===== config.mk =====
export PLATFORM = sky130hd
export DESIGN_NAME = mux_bus_arbiter
export DESIGN_NICKNAME = d
export VERILOG_FILES = /design/src/rtl/mux_bus_arbiter.sv
export SDC_FILE = /design/constraint.sdc
export NUM_CORES = 1
export LEC_CHECK = 0
export ABC_AREA = 1
export CORE_ASPECT_RATIO = 0.8
export CORE_UTILIZATION = 50
export DETAILED_ROUTE_END_ITERATION = 12
export DONT_BUFFER_PORTS = 1
export HOLD_SLACK_MARGIN = 0.02
export PLACE_DENSITY = 0.71
export SYNTH_ARGS = -nofsm -noshare
export SYNTH_HDL_FRONTEND = slang
export SYNTH_SLANG_ARGS = --single-unit

===== constraint.sdc =====
create_clock -name Clk -period 3.82 [get_ports Clk]
set_clock_uncertainty 0.15 [all_clocks]
set_input_delay 0.573 -clock Clk [delete_from_list [all_inputs] [get_ports Clk]]
set_output_delay 0.573 -clock Clk [all_outputs]
set_load 0.01 [all_outputs]

===== src/rtl/mux_bus_arbiter.sv =====
// Round-robin arbiter/sequencer for the 8-to-1 datapath mux: drives {S2,S1,S0}, one-hot Grant, captures MuxY beats.
// Build option: define ARB_TURNAROUND_EN to insert one dead bus cycle (TURN) after every grant release.
module mux_bus_arbiter #(
    parameter int WIDTH    = 16,
    parameter int HOLD_MAX = 4
) (
    input  logic             Clk,
    input  logic             Reset_n,
    input  logic [7:0]       Req,
    input  logic [WIDTH-1:0] MuxY,
    output logic             S2,
    output logic             S1,
    output logic             S0,
    output logic [7:0]       Grant,
    output logic [WIDTH-1:0] DataOut,
    output logic             DataValid,
    output logic             Busy
);

`ifdef ARB_TURNAROUND_EN
    typedef enum logic [1:0] {ST_IDLE, ST_GRANT, ST_TURN} state_t;
`else
    typedef enum logic [1:0] {ST_IDLE, ST_GRANT} state_t;
`endif

    state_t     state;
    logic [2:0] sel;
    logic [2:0] ptr;
    logic [3:0] beatcnt;
    logic       beat;
    logic       last_beat;
    logic       release_now;
    logic       arb_now;
    logic [3:0] pick;

    // Returns {found, index}: first set request searching ptr+1, ptr+2, ... ptr+8 (mod 8).
    function automatic logic [3:0] rr_pick(input logic [7:0] rq, input logic [2:0] p);
        logic [3:0] r;
        logic [2:0] idx;
        r = 4'b0;
        for (int k = 8; k >= 1; k--) begin
            idx = p + 3'(k);
            if (rq[idx]) r = {1'b1, idx};
        end
        return r;
    endfunction

    // While granted, sel holds the granted index and ptr equals it, so the
    // current owner is searched last and only wins again when it is alone.
    assign pick        = rr_pick(Req, ptr);
    assign beat        = (state == ST_GRANT) && Req[sel];
    assign last_beat   = beat && (beatcnt == 4'(HOLD_MAX - 1));
    assign release_now = (state == ST_GRANT) && (!Req[sel] || last_beat);

`ifdef ARB_TURNAROUND_EN
    assign arb_now = (state == ST_IDLE) || (state == ST_TURN);
`else
    assign arb_now = (state == ST_IDLE) || release_now;
`endif

    assign {S2, S1, S0} = sel;
    assign Busy         = (state != ST_IDLE);

    always_ff @(posedge Clk or negedge Reset_n) begin
        if (!Reset_n) begin
            state     <= ST_IDLE;
            Grant     <= 8'h00;
            sel       <= 3'd0;
            ptr       <= 3'd7;
            beatcnt   <= 4'd0;
            DataOut   <= '0;
            DataValid <= 1'b0;
        end else begin
            DataValid <= beat;
            if (beat) begin
                DataOut <= MuxY;
                beatcnt <= beatcnt + 4'd1;
            end
            if (arb_now) begin
                if (pick[3]) begin
                    state   <= ST_GRANT;
                    Grant   <= 8'd1 << pick[2:0];
                    sel     <= pick[2:0];
                    ptr     <= pick[2:0];
                    beatcnt <= 4'd0;
                end else begin
                    state <= ST_IDLE;
                    Grant <= 8'h00;
                end
            end
`ifdef ARB_TURNAROUND_EN
            else if (release_now) begin
                state <= ST_TURN;
                Grant <= 8'h00;
            end
`endif
        end
    end

endmodule


==> run_results.csv <==
group,metric,value,unit
run_status,status,"completed",
worst_setup_path,worstPathRequired,3890,ps
timing,grt_setup_unrepaired,"no",
timing,worst_pin_slew,605,ps
timing,period_minus_slack,2820,ps
synth,yosysSeqAreaShare,0.386,
route,route.met2.wl,2.20,mm
route,drc,0,
route,vias_per_cell,5.18,
die,die_w,78.5,um
final_layout,post_route_cells_drive_above_1_share,0.226,
final_layout,final_cell_area,2480,um^2
synth,ys_ff_latch,36,
worst_setup_path,path_cells,"inv_4 > ha_1 > inv_2 > nand3_1 > nand3_1 > nand2_1 > a21oi_1 > nand3_1 > nand2_1 > nand2_1 > nand2_1 > nand2_2 > nand2_4 > nand2_1 > o21bai_1",
timing,slew_headroom,0.596,
worst_setup_path,critPathLaunchType,"flop",
worst_setup_path,cp_slowest_cell,"dfstp_2",
placed_design,place_area,2360,um^2
synth,synthAdderAreaFrac,0.0160,
timing,max_freq,354,MHz
synth,synth_compound_area_frac,0.0598,
die,die_y,63.2,um
die,io_pins,55,
synth,synth_ff_type,"dfrtp_1",
synth,yosysTopAreaCell,"dfrtp_1",
global_routing,grt_pass1_wl,8.83,mm
route,wl_per_cell,13.9,um
clock_network,post_cts_resized,0,
synth,synthSimpleGateAreaFrac,0.430,
synth,ys_types,36,
placed_design,dp_hpwl,3.87,mm
clock_network,htreeDepth,2,
min_path,hold_class,"primary input to flop",
route,met1Wirelength,2.43,mm
route,antenna_left,0,
route,num_vias,1874,
synth,syn_area,2340,um^2
route,firstDrtPassIters,5,
route,top_layer,"met4",
die,dieArea,4970,um^2
clock_network,cts_sinks,36,
clock_network,post_cts_buffers,0,
final_layout,n_antenna_cell,0,
worst_setup_path,end_kind,"flop",
route,drt_wl_total,5.04,mm
route,wl_met3,394,um
synth,synth_edf_count,0,
timing,timing.final.crit_share,0.739,
global_routing,grt_max_degree,37,
synth,synth_top_family_by_area,"simple AND/OR/NAND/NOR gates",
die,fp-row-count,21,
timing,setup_viol,0,
die,initial_core_util,0.541,
route,drt-initial-drc-count,142,
global_routing,gr-usage-all-layers,0.228,
synth,synth.area.top_cells,"dfrtp_1 35%, nand2_1 18%, nand3_2 7.3%",
clock_network,clock_latency,290,ps
timing,slew_violations,0,
clock_network,cts_buffer_depth,2,
worst_setup_path,cp_max_fo,12,
timing,finalHoldViolCount,0,
worst_setup_path,critical_path_buf_inv_count,2,
synth,synth_fp_nets,332,
timing,tns,0,ps
synth,synth_cells,303,
final_layout,nets,334,
clock_network,cts_tree,"built",
worst_setup_path,worstPathArrival,2890,ps
placed_design,gp_congestion,0.970,
synth,synthXorXnorAreaFrac,0.0219,
synth,ys_warn_count,0,
worst_setup_path,crit_family,"simple AND/OR/NAND/NOR gates",
worst_setup_path,cp_slowest_stage_delay,650,ps
worst_setup_path,cp_common_cell,"nand2_1",
clock_network,path_clk_slew,70,ps
placed_design,io_buffers,0,
synth,async_flop_share,1.00,
job,maxCapViolCount,0,
worst_setup_path,r2r_slack,1000,ps
synth,avgSynthCellArea,7.73,um^2
die,coreArea,4340,um^2
global_routing,antenna_found_initial,0,
synth,synth_top_area_frac,0.352,
final_layout,area_delta_synth_final,5.98,%
global_routing,overflow,0,
worst_setup_path,critPathKind,"flop to flop",
global_routing,grt_pass1_vias,1859,
synth,muxShareOfSynthArea,0.00427,
clock_network,cts_buffers,5,
clock_network,cts-root-buf,"clkbuf_8",
## flip-flops by register name, summed over array words and instances, names as in the netlist
signal / flops
DataOut: 16
DataValid: 1
Grant: 8
beatcnt: 4
ptr: 3
sel: 3
state: 1
## final timing paths
kind / end / cells past startpoint / from
setup reg to reg: Grant[5]$_DFFE_PN0N_ / 15 / ptr[0]$_DFFE_PN1P_
setup / recovery: Grant[5]$_DFFE_PN0N_ / 15 / ptr[0]$_DFFE_PN1P_
min in group asynchronous: DataOut[11]$_DFFE_PN0P_ / 2 / Reset_n
max in group asynchronous: ptr[1]$_DFFE_PN1P_ / 2 / Reset_n
hold / removal: DataOut[9]$_DFFE_PN0P_ / 2 / MuxY[9]
hold reg to reg: beatcnt[0]$_DFF_PN0_ / 1 / beatcnt[0]$_DFF_PN0_
## final cells by class
cell class / count / area [um^2]
clock buffers: 7 / 96.3
fillers: 417 / 1850
inverters: 32 / 128
multi-input cells: 227 / 1250
flip-flops and latches: 36 / 905
well taps: 57 / 71.3
repair buffers: 3 / 37.5
## synthesized netlist by cell type (2+ instances only)
library cell and instances:
a21oi_1 5, buf_2 3, buf_4 2, dfrtp_1 33, dfstp_2 3, ha_1 3
inv_1 22, inv_2 7, inv_4 3, nand2_1 113, nand2_2 11, nand2_4 8
nand3_1 20, nand3_2 17, nor2_1 17, nor2_2 2, nor2_4 3, o21ai_0 9
o21ai_1 2, o221ai_1 2, xor2_1 3
## cells in the final DEF, fill, tap and decap left out
cell and n:
o21bai_2 1, nand3_2 17, nor3_1 1, inv_2 7, dlygate4sd3_1 1, buf_12 1, a21oi_1 5, nor2_8 1
o221ai_1 2, nand4_1 1, o21bai_1 1, dfstp_2 3, nor2_4 3, nand2_1 113, buf_4 1, xnor2_2 1
inv_4 3, nand3_1 20, dfrtp_1 33, xor2_1 3, mux2i_1 1, xnor2_1 1, ha_1 3, o21ai_1 2
nand4_2 1, nand2_2 11, o21ai_0 9, inv_1 22, a21oi_2 1, clkbuf_8 7, o21ai_2 1, nand2_4 8
nor2_2 2, a31oi_1 1, nor2_1 17
## cells by family (layout without fill, tap and decap cells)
group	after synthesis	count (layout)
compound gates	23	23
xor+xnor	5	5
fa+ha+maj	3	3
buf+inv	40	42
flops	36	36
mux	1	1
simple gates	195	195
## timing repair
item | in CTS | in global routing
hold buffers | 2 | 0
setup endpoints to repair | 0 | 0
hold endpoints to repair | 36 | 0
## per-stage QoR
stage               std cells   util  setup slack (ps)  hold slack, ps
floorplan                 303      -              1280             127
global placement          353  0.544              1070             128
detailed placement        353  0.544              1040             128
CTS                       362  0.573              1030             236
global route              362  0.573               783             236
finish                    362  0.573               997             238
## layer usage
metal / track usage / vias to the layer above
li1: - / 954
met1: 0.324 / 855
met2: 0.338 / 63
met3: 0.0681 / 2
met4: 0.0509 / 0
met5: 0 / -
## worst register-to-register path, delay by kind of cell (launching register included)
kind / cells / cell delay, ps
adder cells (fa/ha/maj): 1 / 430
flip-flops: 1 / 650
AND/OR/NAND/NOR: 10 / 940
buffers and inverters: 2 / 320
AO/OA/AOI/OAI: 2 / 260
Power is not shown: default switching activity piles up to over one toggle a cycle in this logic, so the estimate is an artifact.
